<file path="config.mk">
export PLATFORM = sky130hd
export DESIGN_NAME = iicmb_wb_sequencer
export DESIGN_NICKNAME = d
export VERILOG_FILES = /design/src/rtl/iicmb_wb_sequencer.sv
export SDC_FILE = /design/constraint.sdc
export NUM_CORES = 1
export LEC_CHECK = 0
export ABC_AREA = 1
export CAP_MARGIN = 15
export CORE_MARGIN = 4
export CORE_UTILIZATION = 45
export DETAILED_ROUTE_END_ITERATION = 10
export PLACE_DENSITY = 0.81
export SLEW_MARGIN = 10
export SYNTH_ARGS = -nofsm -noshare
export SYNTH_HDL_FRONTEND = slang
export SYNTH_SLANG_ARGS = --single-unit
</file>
<file path="constraint.sdc">
create_clock -name clk_i -period 3.49 [get_ports clk_i]
set_input_delay 0.8725 -clock clk_i [delete_from_list [all_inputs] [get_ports clk_i]]
set_output_delay 0.8725 -clock clk_i [all_outputs]
set_load 0.01 [all_outputs]
</file>
<file path="src/rtl/iicmb_wb_sequencer.sv">
// Wishbone master that walks the IICMB register sequence for one single-byte I2C
// transfer, pacing each command on irq and turning the CMDR status into a response.
module iicmb_wb_sequencer #(
    parameter int unsigned WB_ADDR_WIDTH  = 2,
    parameter int unsigned WB_DATA_WIDTH  = 8,
    parameter int unsigned TIMEOUT_CYCLES = 4096
) (
    input  logic                     clk_i,
    input  logic                     rst_i,
    input  logic                     req_valid,
    output logic                     req_ready,
    input  logic                     req_rnw,
    input  logic [7:0]               req_bus,
    input  logic [6:0]               req_addr,
    input  logic [7:0]               req_data,
    output logic                     rsp_valid,
    output logic [1:0]               rsp_status,
    output logic [7:0]               rsp_data,
    output logic                     cyc_o,
    output logic                     stb_o,
    output logic                     we_o,
    output logic [WB_ADDR_WIDTH-1:0] adr_o,
    output logic [WB_DATA_WIDTH-1:0] dat_o,
    input  logic [WB_DATA_WIDTH-1:0] dat_i,
    input  logic                     ack_i,
    input  logic                     irq_i
);

    localparam int unsigned CntW = $clog2(TIMEOUT_CYCLES + 1);

    localparam logic [WB_ADDR_WIDTH-1:0] AdrCsr  = WB_ADDR_WIDTH'(0);
    localparam logic [WB_ADDR_WIDTH-1:0] AdrDpr  = WB_ADDR_WIDTH'(1);
    localparam logic [WB_ADDR_WIDTH-1:0] AdrCmdr = WB_ADDR_WIDTH'(2);

    localparam logic [1:0] RspOk  = 2'd0;
    localparam logic [1:0] RspNak = 2'd1;
    localparam logic [1:0] RspAl  = 2'd2;
    localparam logic [1:0] RspErr = 2'd3;

    typedef enum logic [3:0] {
        StIdle, StEn, StBusDpr, StBusCmd, StStartCmd, StAddrDpr, StAddrCmd, StWrDpr,
        StWrCmd, StRdCmd, StRdDpr, StStopCmd, StWait, StIrqRd, StResp
    } state_e;

    typedef enum logic [2:0] {PhBus, PhStart, PhAddr, PhWr, PhRd, PhStop} phase_e;

    state_e                   state_q, state_d;
    phase_e                   phase_q, phase_d;
    logic [CntW-1:0]          cnt_q, cnt_d;
    logic                     core_en_q, core_en_d;
    logic                     rnw_q, rnw_d;
    logic [7:0]               bus_q, bus_d;
    logic [6:0]               addr_q, addr_d;
    logic [7:0]               wdata_q, wdata_d;
    logic [7:0]               rdata_q, rdata_d;
    logic [1:0]               status_q, status_d;
    logic                     ready_q, ready_d;
    logic                     cyc_q, cyc_d;
    logic                     we_q, we_d;
    logic [WB_ADDR_WIDTH-1:0] adr_q, adr_d;
    logic [WB_DATA_WIDTH-1:0] dat_q, dat_d;

    logic                     acc_req;
    logic                     acc_we;
    logic [WB_ADDR_WIDTH-1:0] acc_adr;
    logic [WB_DATA_WIDTH-1:0] acc_dat;
    logic                     acc_done;
    logic                     st_don, st_nak, st_al, st_err;

    assign acc_done = cyc_q & ack_i;
    assign st_don   = dat_i[7];
    assign st_nak   = dat_i[6];
    assign st_al    = dat_i[5];
    assign st_err   = dat_i[4];

    always_ff @(posedge clk_i or negedge rst_i) begin
        if (!rst_i) begin
            state_q   <= StIdle;
            phase_q   <= PhBus;
            cnt_q     <= '0;
            core_en_q <= 1'b0;
            rnw_q     <= 1'b0;
            bus_q     <= '0;
            addr_q    <= '0;
            wdata_q   <= '0;
            rdata_q   <= '0;
            status_q  <= RspOk;
            ready_q   <= 1'b0;
            cyc_q     <= 1'b0;
            we_q      <= 1'b0;
            adr_q     <= '0;
            dat_q     <= '0;
        end else begin
            state_q   <= state_d;
            phase_q   <= phase_d;
            cnt_q     <= cnt_d;
            core_en_q <= core_en_d;
            rnw_q     <= rnw_d;
            bus_q     <= bus_d;
            addr_q    <= addr_d;
            wdata_q   <= wdata_d;
            rdata_q   <= rdata_d;
            status_q  <= status_d;
            ready_q   <= ready_d;
            cyc_q     <= cyc_d;
            we_q      <= we_d;
            adr_q     <= adr_d;
            dat_q     <= dat_d;
        end
    end

    // Register access requested by the current state.
    always_comb begin
        acc_req = 1'b1;
        acc_we  = 1'b1;
        acc_adr = AdrCmdr;
        acc_dat = '0;
        unique case (state_q)
            StEn:       begin acc_adr = AdrCsr; acc_dat = WB_DATA_WIDTH'(8'hC0); end
            StBusDpr:   begin acc_adr = AdrDpr; acc_dat = WB_DATA_WIDTH'(bus_q); end
            StBusCmd:   acc_dat = WB_DATA_WIDTH'(8'h06);
            StStartCmd: acc_dat = WB_DATA_WIDTH'(8'h04);
            StAddrDpr:  begin acc_adr = AdrDpr; acc_dat = WB_DATA_WIDTH'({addr_q, rnw_q}); end
            StAddrCmd:  acc_dat = WB_DATA_WIDTH'(8'h01);
            StWrDpr:    begin acc_adr = AdrDpr; acc_dat = WB_DATA_WIDTH'(wdata_q); end
            StWrCmd:    acc_dat = WB_DATA_WIDTH'(8'h01);
            StRdCmd:    acc_dat = WB_DATA_WIDTH'(8'h03);
            StRdDpr:    begin acc_adr = AdrDpr; acc_we = 1'b0; end
            StStopCmd:  acc_dat = WB_DATA_WIDTH'(8'h05);
            StIrqRd:    acc_we = 1'b0;
            default:    acc_req = 1'b0;
        endcase
    end

    always_comb begin
        state_d   = state_q;
        phase_d   = phase_q;
        cnt_d     = '0;
        core_en_d = core_en_q;
        rnw_d     = rnw_q;
        bus_d     = bus_q;
        addr_d    = addr_q;
        wdata_d   = wdata_q;
        rdata_d   = rdata_q;
        status_d  = status_q;
        unique case (state_q)
            StIdle: begin
                if (req_valid && ready_q) begin
                    rnw_d    = req_rnw;
                    bus_d    = req_bus;
                    addr_d   = req_addr;
                    wdata_d  = req_data;
                    rdata_d  = '0;
                    status_d = RspOk;
                    state_d  = core_en_q ? StBusDpr : StEn;
                end
            end
            StEn: begin
                if (acc_done) begin
                    core_en_d = 1'b1;
                    state_d   = StBusDpr;
                end
            end
            StBusDpr:   if (acc_done) state_d = StBusCmd;
            StBusCmd:   if (acc_done) begin state_d = StWait; phase_d = PhBus; end
            StStartCmd: if (acc_done) begin state_d = StWait; phase_d = PhStart; end
            StAddrDpr:  if (acc_done) state_d = StAddrCmd;
            StAddrCmd:  if (acc_done) begin state_d = StWait; phase_d = PhAddr; end
            StWrDpr:    if (acc_done) state_d = StWrCmd;
            StWrCmd:    if (acc_done) begin state_d = StWait; phase_d = PhWr; end
            StRdCmd:    if (acc_done) begin state_d = StWait; phase_d = PhRd; end
            StRdDpr: begin
                if (acc_done) begin
                    rdata_d = dat_i[7:0];
                    state_d = StStopCmd;
                end
            end
            StStopCmd:  if (acc_done) begin state_d = StWait; phase_d = PhStop; end
            StWait: begin
                if (irq_i) begin
                    state_d = StIrqRd;
                end else if (cnt_q == CntW'(TIMEOUT_CYCLES - 1)) begin
                    // Abort silently; the core is re-enabled on the next request.
                    core_en_d = 1'b0;
                    if (!(phase_q == PhStop && status_q == RspNak)) status_d = RspErr;
                    state_d = StResp;
                end else begin
                    cnt_d = cnt_q + CntW'(1);
                end
            end
            StIrqRd: begin
                if (acc_done) begin
                    if (phase_q == PhStop) begin
                        if (st_al || st_err || st_nak || !st_don) begin
                            if (status_q != RspNak) status_d = RspErr;
                        end
                        state_d = StResp;
                    end else if (st_al) begin
                        status_d = RspAl;
                        state_d  = StResp;
                    end else if (st_err || !(st_nak || st_don)) begin
                        status_d = RspErr;
                        state_d  = StResp;
                    end else if (st_nak) begin
                        status_d = RspNak;
                        state_d  = StStopCmd;
                    end else begin
                        unique case (phase_q)
                            PhBus:   state_d = StStartCmd;
                            PhStart: state_d = StAddrDpr;
                            PhAddr:  state_d = rnw_q ? StRdCmd : StWrDpr;
                            PhWr:    state_d = StStopCmd;
                            PhRd:    state_d = StRdDpr;
                            default: state_d = StResp;
                        endcase
                    end
                end
            end
            StResp:  state_d = StIdle;
            default: state_d = StIdle;
        endcase
    end

    // Bus outputs are registered: launched one cycle after the state asks, dropped
    // on the edge that samples ack_i.
    always_comb begin
        cyc_d = 1'b0;
        we_d  = 1'b0;
        adr_d = '0;
        dat_d = '0;
        if (cyc_q) begin
            if (!ack_i) begin
                cyc_d = 1'b1;
                we_d  = we_q;
                adr_d = adr_q;
                dat_d = dat_q;
            end
        end else if (acc_req) begin
            cyc_d = 1'b1;
            we_d  = acc_we;
            adr_d = acc_adr;
            dat_d = acc_dat;
        end
        ready_d = (state_d == StIdle);
    end

    assign cyc_o      = cyc_q;
    assign stb_o      = cyc_q;
    assign we_o       = we_q;
    assign adr_o      = adr_q;
    assign dat_o      = dat_q;
    assign req_ready  = ready_q;
    assign rsp_valid  = (state_q == StResp);
    assign rsp_status = rsp_valid ? status_q : RspOk;
    assign rsp_data   = (rsp_valid && status_q == RspOk && rnw_q) ? rdata_q : 8'h00;

endmodule
</file>
### Word level (Yosys, flattened, before mapping)

Index checks and enable logic that the tools add are counted.

| operators by class | value |
|---|---|
| multiplexer cells | 65 |
| bitwise gates (word level) | 1 |
| add/subtract/negate cells | 1 |
| reduce and logical (&&, ||, !) cells | 29 |
| eq/ne operators | 39 |

Operators with widths:

| operator | count |
|---|---|
| case mux 8 bit (9 select lines) | 1 |
| two-way mux 4 bit | 15 |
| two-way mux 8 bit | 6 |
| two-way mux 13 bit | 3 |
| case mux 4 bit (9 select lines) | 1 |
| two-way mux 2 bit | 16 |
| == test 4 bit, second input constant | 7 |
| != test 2 bit, second input constant | 14 |
| case mux 4 bit (5 select lines) | 1 |
| two-way mux 3 bit | 6 |
| case mux 3 bit (6 select lines) | 1 |
| == test 4 x 3 -> 1 bit, second input constant | 4 |
| case mux 8 bit (2 select lines) | 1 |
| adder 13 x 1 -> 13 bit, second input constant | 1 |
| == test 13 x 12 -> 1 bit, second input constant | 1 |
| OR reduction 12 bit | 1 |
| two-way mux 1 bit | 11 |
| AND reduction 9 bit | 1 |
| == test 4 x 2 -> 1 bit, second input constant | 2 |
| zero test 4 bit | 2 |
| AND reduction 7 bit | 1 |
| == test 3 x 2 -> 1 bit, second input constant | 2 |
| == test 3 bit, second input constant | 2 |
| != test 3 bit, second input constant | 2 |
| 23 further kinds | 33 |

| storage, ports and cells | value |
|---|---|
| bits of input ports | 37 |
| flip-flop bits (word level) | 68 |
| word-level logic and storage cells | 150 |
| output and inout port bits | 25 |

### Depth between registers and ports, before layout

| depth | value |
|---|---|
| word-level depth | 9 |
| depth in mapped cells | 12 |
| depth with buffers taken out | 11 |

### Worst setup path after synthesis

No wires, ideal clock.

| timing path | value |
|---|---|
| path kind | reg-to-output |
| from | register state_q[0] |
| to | output rsp_data[0] |
| data required time | 2.618 ns |
| data arrival time | 1.269 ns |
| path buffers | 1 |
| cell stages (with the launch flop) | 7 |
| path slack | 1.348 ns |
| cells stage by stage | dfrtp_1 -> buf_6 -> nor2_8 -> inv_4 -> nor2_2 -> nand4_2 -> nor2_1 |

| between the ends | value |
|---|---|
| word-level cells in the longest chain between the ends | 4 |

RTL lines:

| what | RTL line | source |
|---|---|---|
| from (decl) | 47 | `state_e state_q, state_d;` |
| from (signal assigned) | 78 | `state_q <= StIdle;` |
| from (signal assigned) | 94 | `state_q <= state_d;` |
| == test 4 bit | 253 | `assign rsp_valid = (state_q == StResp);` |
| named net rsp_valid | 16 | `output logic rsp_valid,` |
| logical AND 1 bit (2 in series) | 255 | `assign rsp_data = (rsp_valid && status_q == RspOk && rnw_q) ? rdata_q : 8'h00;` |
| two-way mux 8 bit | 255 |  |
| to (decl) | 18 | `output logic [7:0] rsp_data,` |

The timed path passes the listed nets, and every way through them passes these cells.

### Final worst setup path

| timing path | value |
|---|---|
| from | register state_q[3] |
| to | output rsp_data[1] |

| between the ends | value |
|---|---|
| word-level cells in the longest chain between the ends | 4 |

RTL lines:

| what | RTL line |
|---|---|
| == test 4 bit | 253 |
| logical AND 1 bit (2 in series) | 255 |
| two-way mux 8 bit | 255 |

Every way passes these cells.

==> impl_metrics.ini <==
[outcome]
run_status = complete, no violations

[floorplan]
rows = 33
die-area_um2 = 9870
die_h_um = 99.4
design.core.area_um2 = 8180
initial_utilization = 0.459
io_pins = 62
die-width_um = 99.4

[synth]
synth_top_area_frac = 0.453
ys_ff_latch = 68
synth_edf_count = 0
ys.flop_type = dfrtp_1
synth_most_common_cell = nand2_1
synth_async_sr_flop_share = 1.00
synth_top_area_cell = dfrtp_1
ys_seq_area_frac = 0.453
synth_cells = 465
synth.distinct_cells = 40
synthTopCellsByCount = 128 x nand2_1, 68 x dfrtp_1, 56 x inv_1, 50 x nor2_1, 23 x nand3_1
synth_nets = 503
yosys_warnings = 0
synth_area_leaders = dfrtp_1 45%, nand2_1 13%, inv_1 5.6%
postSynthAreaPerCell_um2 = 8.08
netlist_area_um2 = 3760

[grt]
grt_max_degree = 48
grtUsageMet3 = 0.0379
grt_pass1_wl_um = 14900
grt.total_usage = 0.190
use_met2 = 0.325
grt_overflow = 0
grt_busiest_layer = met2
grt_use_met1 = 0.231
grt_pass1_vias = 3244
antenna_found_initial = 0

[setup_path]
worst-path-buf-inv = 1
critPathKind = flop to output port
critPathRequiredTime_ns = 2.62
crit_path_end_kind = output port
path_depth = 5
reg2reg_depth = 6
startpoint_type = flop
max_stage_delay_ns = 0.68
arrival_ns = 2.42
cp-startpoint = state_q[3]
crit_fanout = 8
crit_family = simple AND/OR/NAND/NOR gates
cp_slowest_cell = dfrtp_1
worstReg2RegStart = state_q[0]
crit_chain = nand2_4 > nor2_2 > nand4_2 > nor2_1 > clkdlybuf4s50_1

[cells_and_area]
final_cell_area_um2 = 4610
n_fill_cell = 723
drive_above_1_share = 0.130
diodes = 0
synthToLayoutAreaGrowth_pct = 22.8
nNetsFinal = 565

[timing]
hold_slack_ns = 0.470
fmax_mhz = 304
tightest_slew_ns = 0.732
final_max_slew_viol_count = 0
fin_setup_tns_ns = 0
grt_setup_unrepaired = no
max_slew_margin = 0.512
clock_skew_ns = 0.00861
hold_viol_final = 0
setup_viol = 0
setup_slack_ns = 0.199
fin_crit_ns = 3.29
period_share = 0.943

[placement]
dp_slack_ns = 0.582
dpl-instance-area_um2 = 4390
gp_congestion = 0.876
post-dp-hpwl_um = 6660
portBuffers = 61

[power_and_ir_drop]
p_leak_nw = 2.21
p_total_mw = 3.13
pwr_density_cell_nw_per_um2 = 680
vdd_ir_drop_max_mv = 0.348

[clocking]
postCtsHoldBufs = 0
cts.repair.resized = 0
clock_sinks = 68
clockBufferDepth = 2
cts_buffers = 9
cts_root_buf = clkbuf_8
cts-htree-levels = 3
clk_latency_ns = 0.35
clkSlewWorstSetupHoldPaths_ns = 0.07
cts_setup_buffers = 0
cts_tree = built

[detailed_routing]
drt_first_pass_iters = 4
drc = 0
wl_um = 8970
vias_per_cell = 5.00
ant_nets = 0
routedWlPerCell_um = 14.1
drt_iter0_markers = 181
num_vias = 3186

[worst_hold_path]
hold_start = cnt_q[0]
min_path_cells = 1
hold_path_class = flop to flop

[flow_run]
cap_violations = 0
## placed cells by master, fill, tap and decap left out, types with 2 or more instances in the layout
| cell | instances |
|---|---|
| nand2_1 | 128 |
| dfrtp_1 | 68 |
| clkdlybuf4s50_1 | 60 |
| inv_1 | 56 |
| nor2_1 | 50 |
| nand3_1 | 23 |
| o21ai_0 | 21 |
| o22ai_1 | 12 |
| nor2_2 | 10 |
| a21oi_1 | 10 |
| clkbuf_8 | 10 |
| nand2_4 | 8 |
| o21ai_1 | 8 |
| inv_2 | 4 |
| nor2_4 | 4 |
| nand2_2 | 4 |
| nand4_1 | 4 |
| inv_4 | 3 |
| nand3_2 | 3 |
| nor2_8 | 3 |
| nor3_1 | 3 |
| o2111ai_1 | 3 |
| xor2_1 | 3 |
| a221oi_1 | 3 |
| clkbuf_1 | 3 |
| buf_4 | 3 |
| inv_6 | 2 |
| a21oi_2 | 2 |
| nor3b_2 | 2 |
| xnor2_1 | 2 |
| nor3b_1 | 2 |
## report_power, final
part	switching (mW)	internal (mW)	total (mW)
Sequential	0.248	1.06	1.31
Clock	0.301	0.352	0.653
Combinational	0.707	0.465	1.17
Total	1.26	1.88	3.13
## routing by layer
| layer | vias up | wire length, um |
|---|---|---|
| li1 | 1605 | - |
| met1 | 1490 | 3900 |
| met2 | 76 | 4430 |
| met3 | 15 | 444 |
| met5 | - | 0 |
| met4 | 0 | 183 |
## worst paths after layout
path / slack (ns) / to
min in group asynchronous: 0.50 / rdata_q[4]
max in group asynchronous: 2.16 / wdata_q[6]
worst max register to register: 1.46 / rdata_q[2]
worst min-delay path: 0.47 / cnt_q[0]
worst max-delay path: 0.20 / rsp_data[1]
worst min register to register: 0.47 / cnt_q[0]
## layout make-up
class	count	area [um2]	share of cell area
clock buffers	13	149	0.0323
multi-input cells	318	1670	0.361
well taps	105	131	0.0285
repair buffers	65	656	0.142
flip-flops and latches	68	1700	0.369
clock inverters	3	46.3	0.0100
inverters	65	262	0.0567
## flip-flops by register name, summed over array words and instances (netlist names)
| name | cells |
|---|---|
| core_en_q | 1 |
| cnt_q | 13 |
| rnw_q | 1 |
| addr_q | 7 |
| state_q | 4 |
| we_o | 1 |
| phase_q | 3 |
| bus_q | 8 |
| adr_o | 2 |
| rdata_q | 8 |
| req_ready | 1 |
| wdata_q | 8 |
| status_q | 2 |
| dat_o | 8 |
| cyc_o | 1 |
## per-stage QoR
step / utilization / std cells
3_5_place_dp: 0.537 / 620
5_1_grt: 0.564 / 637
6_report: 0.564 / 637
4_1_cts: 0.561 / 636
3_3_place_gp: 0.537 / 620
2_1_floorplan: - / 465
## kinds of logic (layout without fill, tap and decap cells)
logic type,Yosys count,after routing,synth area share
AOI/OAI and AO/OA,63,63,0.0999
DFF,68,68,0.453
buffers and inverters,79,146,0.104
and+or+nand+nor,249,249,0.328
xor gates and xnor gates,5,5,0.0117
adders and majority gates,1,1,0.00333
Note: power is estimated with default switching activity, not from simulation.
